$ cat src/rtl/clock_monitor.sv
// rtl/clock_monitor.sv - slow-clock monitor: edge ticks, period/high-time measurement, lock and loss detect
`timescale 1ns/1ps
module clock_monitor #(
  parameter int          SYNC_STAGES = 2,
  parameter int          WIDTH       = 32,
  parameter int unsigned TIMEOUT     = 32'd100_000_000
) (
  input  logic             clk,
  input  logic             resetn,
  input  logic             clock_in,
  output logic             tick,
  output logic [WIDTH-1:0] period,
  output logic [WIDTH-1:0] high_time,
  output logic             period_valid,
  output logic             locked,
  output logic             lost
);

  localparam logic [WIDTH-1:0] TIMEOUT_W = WIDTH'(TIMEOUT);
  localparam logic [WIDTH-1:0] CNT_ONE   = WIDTH'(1);

  typedef enum logic [1:0] {ST_IDLE, ST_MEASURE, ST_LOST} state_t;

  logic [SYNC_STAGES-1:0] sync_q;
  logic                   s_d_q;
  logic                   s, rise, fall;
  logic [WIDTH-1:0]       cnt_q, cnt_d, hcnt_q;

  state_t                 state_q, state_d;
  logic [WIDTH-1:0]       period_q, period_d;
  logic [WIDTH-1:0]       high_q, high_d;
  logic                   pv_q, pv_d;
  logic                   locked_q, locked_d;
  logic                   lost_q, lost_d;
  // Set once a period has been reported since the last IDLE/LOST exit, so a
  // stale period that happens to match never produces lock on the first report.
  logic                   seen_q, seen_d;

  assign s    = sync_q[SYNC_STAGES-1];
  assign rise = s & ~s_d_q;
  assign fall = ~s & s_d_q;

  // Synchronizer chain plus one history flop for edge detection.
  always_ff @(posedge clk or negedge resetn) begin
    if (!resetn) begin
      sync_q <= '0;
      s_d_q  <= 1'b0;
    end else begin
      sync_q <= {sync_q[SYNC_STAGES-2:0], clock_in};
      s_d_q  <= s;
    end
  end

  // Interval counter restarts on each rise and saturates at all-ones.
  always_comb begin
    cnt_d = cnt_q;
    if (rise) begin
      cnt_d = CNT_ONE;
    end else if (cnt_q != '1) begin
      cnt_d = cnt_q + CNT_ONE;
    end
  end

  // Counter register and high-phase capture on the falling edge.
  always_ff @(posedge clk or negedge resetn) begin
    if (!resetn) begin
      cnt_q  <= '0;
      hcnt_q <= '0;
    end else begin
      cnt_q <= cnt_d;
      if (fall) begin
        hcnt_q <= cnt_q;
      end
    end
  end

  // Measurement FSM: next state and registered result updates.
  always_comb begin
    state_d  = state_q;
    period_d = period_q;
    high_d   = high_q;
    pv_d     = 1'b0;
    locked_d = locked_q;
    lost_d   = lost_q;
    seen_d   = seen_q;
    unique case (state_q)
      ST_IDLE: begin
        if (rise) begin
          state_d = ST_MEASURE;
          seen_d  = 1'b0;
        end
      end
      ST_MEASURE: begin
        if (rise) begin
          period_d = cnt_q;
          high_d   = hcnt_q;
          pv_d     = 1'b1;
          locked_d = seen_q && (cnt_q == period_q);
          seen_d   = 1'b1;
        end else if (cnt_q == TIMEOUT_W) begin
          state_d  = ST_LOST;
          lost_d   = 1'b1;
          locked_d = 1'b0;
          seen_d   = 1'b0;
        end
      end
      ST_LOST: begin
        if (rise) begin
          state_d = ST_MEASURE;
          lost_d  = 1'b0;
        end
      end
      default: begin
        state_d = ST_IDLE;
      end
    endcase
  end

  // FSM state and output registers.
  always_ff @(posedge clk or negedge resetn) begin
    if (!resetn) begin
      state_q  <= ST_IDLE;
      period_q <= '0;
      high_q   <= '0;
      pv_q     <= 1'b0;
      locked_q <= 1'b0;
      lost_q   <= 1'b0;
      seen_q   <= 1'b0;
    end else begin
      state_q  <= state_d;
      period_q <= period_d;
      high_q   <= high_d;
      pv_q     <= pv_d;
      locked_q <= locked_d;
      lost_q   <= lost_d;
      seen_q   <= seen_d;
    end
  end

  assign tick         = rise;
  assign period       = period_q;
  assign high_time    = high_q;
  assign period_valid = pv_q;
  assign locked       = locked_q;
  assign lost         = lost_q;

endmodule

$ cat config.mk
export PLATFORM = sky130hd
export DESIGN_NAME = clock_monitor
export DESIGN_NICKNAME = d
export VERILOG_FILES = /design/src/rtl/clock_monitor.sv
export SDC_FILE = /design/constraint.sdc
export NUM_CORES = 1
export LEC_CHECK = 0
export BUFFER_PORTS_ARGS = -buffer_cell sky130_fd_sc_hd__buf_2
export CORE_MARGIN = 10
export CORE_UTILIZATION = 43
export CTS_CLUSTER_SIZE = 28
export DETAILED_ROUTE_END_ITERATION = 10
export PLACE_DENSITY = 0.66
export SETUP_SLACK_MARGIN = 0.5
export SKIP_LAST_GASP = 1
export SLEW_MARGIN = 5
export SYNTH_ARGS = -nofsm -noshare
export SYNTH_HDL_FRONTEND = slang
export SYNTH_SLANG_ARGS = --single-unit
$ cat constraint.sdc
create_clock -name clk -period 2.7 [get_ports clk]
set_input_delay 0.675 -clock clk [delete_from_list [all_inputs] [get_ports clk]]
set_output_delay 0.675 -clock clk [all_outputs]
set_load 0.02 [all_outputs]
==> summary.txt, run 1 <==
Finish
  – Area Overhead vs Synth: 20.6%
  – Commonest non-fill, non-tap cell in the layout: dfrtp_1
  – Fin nets: ~580
  – Finished Core Util: 0.532
  – Register area: around 3400 um2
  – Area of the multi-input gates: 2530 um2
  – Fillcell total: approximately 1200
  – # diodes: 0
  – Layout cell share with drive strength beyond 1: 0.412
  – Most frequent cells in the layout: dfrtp_1 (125), mux2_2 (91), buf_2 (69), xnor2_1 (30), buf_4 (29)
  – Finished Cell Area: 7410 um2

Routing
  – Drt drc: 0
  – Vias: 4235
  – Via density: approximately 5.5
  – DRT Pass-1 Iters: 5
  – WL per Instance: between 15 and 20 um
  – Starting DRT DRC Count: 301
  – Routed WL: around 15000 um
  – Post-DRT Antenna Nets: 0

Synth
  – Compound-Gate Fraction of Synth Area: 0.0597
  – Post-Synth Adder-Cell Area: 0.00407
  – Mapped cell area: around 6100 um2
  – Synthesized flop and latch total: around 140
  – Syn Area/Cell: between 10 and 15 um2
  – Multiplexer area fraction after synthesis: 0.167
  – Post-Synth XOR/XNOR Area: 0.0599
  – Synth warn: 0
  – Post-Syn Instances: 503
  – Register area share after synthesis: 0.558
  – Syn Nets: slightly above 500
  – Most used DFF post-synth: dfrtp_1
  – Post-synthesis cell type count: 47
  – Post-synth EDFFs: 0
  – Largest family of logic cells by synthesized area: multiplexers
  – Ys async rst share: 1.00
  – Simple-Gate Fraction of Synth Area: 0.114

Placement
  – DP HPWL: 9940 um
  – Placed Area: between 6000 and 7000 um2
  – DP Worst Slack: ~0.42 ns
  – Final GP Congestion: a little under 0.9
  – Buffers on Ports: 70

Clocking
  – Root Driver: clkbuf_16
  – CTS clk-pin slew, worst paths: ~0.060 ns
  – CTS tree: yes
  – Number of clock sinks: roughly 140
  – Skew-Pair Late Insertion Delay: 0.42 ns
  – H-Tree Depth: 4
  – Maximum clock path buffer count: 2
  – CTS buffer count: 17
  – Hold_buf cts: 0

Worst setup path
  – Crit end category: flip-flop
  – Critical Path Max Stage Delay: 0.45 ns
  – Slowest stage cell on the critical path: or4b_4
  – Required @ worst endpoint: just over 3 ns
  – CP Max Fanout: 6
  – Crit-path cells: inv_2 -> ha_1 -> or4b_4 -> nor4_2 -> nand4_1 -> or3b_1 -> a21oi_2
  – WS Path Type: flip-flop to flip-flop
  – WP data arrival: around 2.5 ns
  – Delay-heaviest family, CP: simple AND/OR/NAND/NOR gates
  – Startpoint Class: flip-flop
  – Buf/Inv on CP: 1

Global route
  – Vias in the first global route: between 4000 and 5000
  – Total gr overflow: 0
  – GRT Overall Usage: 0.152
  – Initial antenna violation count: 0
  – Global-route wire length before repair: 23900 um
  – Largest net degree at the start of global routing: slightly below 70

Power and ir drop
  – Clock share of power: 0.445
  – Comb pwr share: 0.118
  – Reg power frac: 0.437
  – Internal: 0.00394 W
  – Switching pwr: between 0.001 and 0.0015 W
  – Leakage: 3.69 nW
  – VDD IR max: 614 uV
  – Pwr Total: 0.00523 W
  – P per Cell Area: 706 nW/um2
  – Switching share of total power: 0.247

Floorplan
  – Core Footprint: ~14000 um2
  – Starting Density: 0.441
  – Chip width: about 140 um
  – Io pins: 71
  – Site Rows: 43
  – DIE AREA: between 15000 and 20000 um2
  – Die Ht: about 140 um

Min path
  – Hold crit path type: input pin to asynchronous set/reset pin

STA
  – Minimum clock period: 2.11 ns
  – Fin. Hold Viols: 0
  – Count of final setup violators: 0
  – Worst slew pin tran: ~0.52 ns
  – Setup ws final: between 0.5 and 0.6 ns
  – Part of the cycle the worst path needs: 0.782
  – Max Fclk: around 470 MHz
  – Max-slew violations: 0
  – Worst Skew: 0.0142 ns
  – RSZ-0062 raised after global routing: no
  – Slew margin rel.: 0.648
  – Setup TNS: 0 ns

Flow run
  – Max-Cap Viols: 0

Run status
  – Status: complete, no violations
-- worst paths after layout --
check / slack (ns) / cells past startpoint / to / from
setup reg to reg: 0.59 / 7 / state_q[1] / cnt_q[0]
hold reg to reg: 0.35 / 0 / sync_q[1] / sync_q[0]
hold / removal: 0.17 / 1 / high_time[2] / resetn
setup / recovery: 0.59 / 7 / state_q[1] / cnt_q[0]
min in group clk: 0.35 / 0 / sync_q[1] / sync_q[0]
max in group asynchronous: 1.81 / 2 / period[14] / resetn
-- metal layers --
metal / share of wire / vias up / GRT usage
met5: 0 / - / 0
met4: 0.025 / 0 / 0.0707
met3: 0.063 / 21 / 0.0442
met2: 0.48 / 128 / 0.236
met1: 0.43 / 2131 / 0.191
li1: - / 1955 / -
-- timing repair --
| action | CTS | global route |
|---|---|---|
| endpoints found under the setup margin | 3 | 25 |
| buffers inserted | 1 | 12 |
| hold endpoints to repair | 0 | 0 |
| gates resized for setup | 3 | 16 |
| pin swaps | 0 | 3 |
-- registers in the layout, summed over array words and instances, names as in the netlist --
signal,cells
hcnt_q,32
s_d_q,1
seen_q,1
period_valid,1
cnt_q,32
state_q,2
period,32
sync_q,2
locked,1
lost,1
high_time,32
-- synthesized netlist by cell type, drive strengths merged (2+ instances only) --
cell type | n | area [um2]
nor2 | 14 | 52.6
o22ai | 2 | 12.5
nor4 | 8 | 62.6
o21ai | 15 | 75.1
dfrtp | 137 | 3430
ha | 2 | 25.0
mux2 | 91 | 1020
nand2 | 23 | 86.3
nand2b | 8 | 50.1
or3 | 9 | 56.3
xnor2 | 30 | 263
o211ai | 6 | 45.0
xor2 | 12 | 105
a21oi | 18 | 93.8
nor3 | 3 | 15.0
and3 | 6 | 37.5
o311ai | 3 | 26.3
inv | 9 | 33.8
and4 | 6 | 52.6
nand3 | 10 | 50.1
clkbuf | 31 | 118
a31oi | 2 | 12.5
o41ai | 3 | 26.3
or4 | 9 | 67.6
buf | 13 | 76.3
nand4 | 20 | 131
-- worst register-to-register path, delay by kind of cell, from the launching register on --
family | cells | cell delay, ns
AND/OR/NAND/NOR | 4 | 1.25
flip-flops | 1 | 0.44
AO/OA/AOI/OAI | 1 | 0.13
buffers and inverters | 1 | 0.09
adder cells (fa/ha/maj) | 1 | 0.14
-- through the flow --
stage          instances  hold slack [ns]
3_5_place_dp         726            0.339
6_report             770            0.171
3_3_place_gp         726            0.338
5_1_grt              770            0.196
4_1_cts              758            0.188
2_1_floorplan        503            0.331
-- power by group through the flow --
stage          Clock [W]  Sequential, W  Combinational (W)
2_1_floorplan          0        0.00235           0.000293
3_3_place_gp           0        0.00231           0.000537
3_5_place_dp           0        0.00232           0.000540
4_1_cts          0.00236        0.00229           0.000544
5_1_grt          0.00246        0.00230           0.000683
6_report         0.00233        0.00228           0.000619
-- layout make-up --
class,count,share of cell area
clock inverter,9,0.0165
tap,180,0.0304
clock buffer,22,0.0626
multi-input combinational,313,0.341
sequential,137,0.465
timing repair buffer,100,0.0802
inverter,9,0.00456
-- cell families (layout without fill, tap and decap cells) --
kind of cell,count (synthesis),count (layout)
XOR/XNOR,42,42
AND/OR/NAND/NOR,121,121
multiplexers,91,91
flip-flops,137,137
adder cells (fa/ha/maj),2,2
AO/OA/AOI/OAI,57,57
buffers and inverters,53,140
Power figures use the tool's default switching activity.
==> run 2, diff against run 1 <==
Clock period 2.7 ns to 2.2 ns, I/O delays scaled along.
==> run 2 against run 1 <==
Against the previous run:
- final area is 7.2% higher
- fmax is 5.3% higher
- setup slack worse by 0.39 ns
- clock power is 14% higher
- via count is 5.7% higher
- first-iteration DRC count is 12% lower
- register-to-register slack worse by 0.39 ns
- combinational power is 44% higher
- sequential share of layout area is 3.3 points lower
- non-clock buffer count is 30 higher
==> summary.txt, run 2 (synthesis results as in run 1) <==
Worst setup path
  – R2R Path Start: cnt_q[4]
  – Startpoint Class: flip-flop
  – Crit end category: flip-flop
  – CP Max Fanout: 3 (-3)
  – WS Path Type: flip-flop to flip-flop
  – CP endpoint: state_q[1]
  – Origin of the worst setup path: cnt_q[4]
  – Worst reg2reg setup slack: 0.19 ns (-0.39 ns)
  – Required @ worst endpoint: 2.55 ns (-0.50 ns)
  – FF-to-FF path depth: 5 (-2)
  – FF-to-FF End: state_q[1]
  – WP data arrival: 2.36 ns (-0.11 ns)

Floorplan
  – DIE AREA: 19500 um2 (unchanged)
  – Starting Density: 0.441 (unchanged)
  – Chip width: 140 um (unchanged)
  – Site Rows: 43 (unchanged)
  – Io pins: 71 (unchanged)
  – Core Footprint: 13900 um2 (unchanged)
  – Die Ht: 140 um (unchanged)

Clocking
  – Skew-Pair Late Insertion Delay: 0.42 ns (about the same)
  – H-Tree Depth: 4 (unchanged)
  – Maximum clock path buffer count: 2 (unchanged)
  – Number of clock sinks: 137 (unchanged)
  – Root Driver: clkbuf_16
  – CTS buffer count: 17 (unchanged)
  – CTS clk-pin slew, worst paths: 0.06 ns (about the same)
  – CTS tree: yes

Routing
  – Routed WL: 15100 um (+2.6%)
  – Starting DRT DRC Count: 265 (-12%)
  – WL per Instance: 19.0 um (-1.1%)
  – DRT Pass-1 Iters: 5 (unchanged)
  – Vias: 4475 (+5.7%)
  – Drt drc: 0 (unchanged)
  – Post-DRT Antenna Nets: 0 (unchanged)
  – Via density: 5.60 (+1.8%)

STA
  – Final hold slack: 0.0888 ns (-0.0820 ns)
  – Slew margin rel.: 0.628 (-0.0197)
  – Worst Skew: 0.00638 ns (-0.00780 ns)
  – Minimum clock period: 2.01 ns (-0.106 ns)
  – Max Fclk: 499 MHz (+5.3%)
  – Part of the cycle the worst path needs: 0.912 (+0.130)
  – Fin. Hold Viols: 0 (unchanged)
  – Worst slew pin tran: 0.553 ns (+0.0293 ns)
  – RSZ-0062 raised after global routing: yes
  – Max-slew violations: 0 (unchanged)
  – Count of final setup violators: 0 (unchanged)
  – Setup ws final: 0.194 ns (-0.394 ns)
  – Setup TNS: 0 ns (unchanged)

Power and ir drop
  – Switching share of total power: 0.248 (+0.00116)
  – VDD IR max: 433 uV (-29%)
  – Clock share of power: 0.421 (-0.024)
  – Leakage: 3.90 nW (+5.8%)
  – Internal: 0.00475 W (+21%)
  – Comb pwr share: 0.141 (+0.023)
  – Reg power frac: 0.438 (about the same)
  – P per Cell Area: 796 nW/um2 (+13%)
  – Switching pwr: 0.00157 W (+21%)

Finish
  – Fillcell total: 1135 (-5.1%)
  – Commonest non-fill, non-tap cell in the layout: dfrtp_1
  – # diodes: 0 (unchanged)
  – Finished Core Util: 0.570 (+0.0383)
  – Fin nets: 613 (+5.1%)
  – Layout cell share with drive strength beyond 1: 0.489 (+0.0776)
  – Area Overhead vs Synth: 29.3%
  – Most frequent cells in the layout: dfrtp_1 (134), mux2_2 (91), buf_2 (69), buf_4 (46), xnor2_1 (28)

Global route
  – Global-route wire length before repair: 24500 um (+2.4%)
  – GRT Overall Usage: 0.155 (+0.00253)
  – Initial antenna violation count: 0 (unchanged)
  – Vias in the first global route: 4595 (+3.2%)
  – Total gr overflow: 0 (unchanged)
  – Largest net degree at the start of global routing: 54 (-21%)

Flow run
  – Max-Cap Viols: 0 (unchanged)

Placement
  – Buffers on Ports: 70 (unchanged)
  – DP HPWL: 10400 um (+4.9%)
  – DP Worst Slack: 0.00974 ns (-0.415 ns)
  – Final GP Congestion: 0.861 (-1.7%)

Min path
  – Hold crit path type: input pin to asynchronous set/reset pin

Run status
  – Status: complete, no violations
## run 2: worst min-delay path by stage
| stage | endpoint | cells after the start | from |
|---|---|---|---|
| after floorplan | cnt_q[0] | 0 | resetn |
| after global placement | sync_q[1] | 0 | sync_q[0] |
| after detailed placement | sync_q[1] | 0 | sync_q[0] |
| after CTS | hcnt_q[2] | 1 | resetn |
| after global routing | period[3] | 1 | resetn |
| final | high_time[4] | 1 | resetn |
## run 2: critical path, stage by stage, from the launching register on
cell and delay, ns:
dfrtp_1 0.42, or4_4 0.56, nor4_4 0.25, nand4_1 0.15, or3b_1 0.43, a21oi_2 0.13
## run 2: through the flow
| step | total power [W] | instances | instance area [um2] |
|---|---|---|---|
| final | 0.00632 | 799 | 7940 |
| after global routing | 0.00659 | 799 | 7940 |
| after CTS | 0.00627 | 794 | 7670 |
| after detailed placement | 0.00355 | 753 | 6940 |
| after global placement | 0.00352 | 753 | 6940 |
| after floorplan | 0.00326 | 503 | 6220 |
## run 2: per-layer routing
layer	wire length, um	GRT usage
met5	0	0
met4	415	0.0717
met3	884	0.0456
met2	7420	0.247
met1	6430	0.188
## run 2: what timing repair did
action,CTS,global route
buffers inserted,9,5
hold buffers,0,0
cloned,2,0
pin swaps,5,36
endpoints found under the setup margin,34,78
gates resized for setup,31,56
## run 2: area by class of cell
cell class                 instances  area (um2)  share of cell area
sequential                       137        3430               0.432
inverter                           9        33.8             0.00425
clock inverter                     2        35.0             0.00441
multi-input combinational        313        2820               0.355
clock buffer                      28         517              0.0650
timing repair buffer             130         881               0.111
tap                              180         225              0.0284
## run 2: power by group through the flow
| stage | Combinational (W) | Clock [W] | Sequential (W) |
|---|---|---|---|
| after floorplan | 0.000373 | 0 | 0.00288 |
| after global placement | 0.000716 | 0 | 0.00281 |
| after detailed placement | 0.000728 | 0 | 0.00282 |
| after CTS | 0.000791 | 0.00272 | 0.00277 |
| after global routing | 0.000965 | 0.00283 | 0.00279 |
| final | 0.000893 | 0.00266 | 0.00277 |
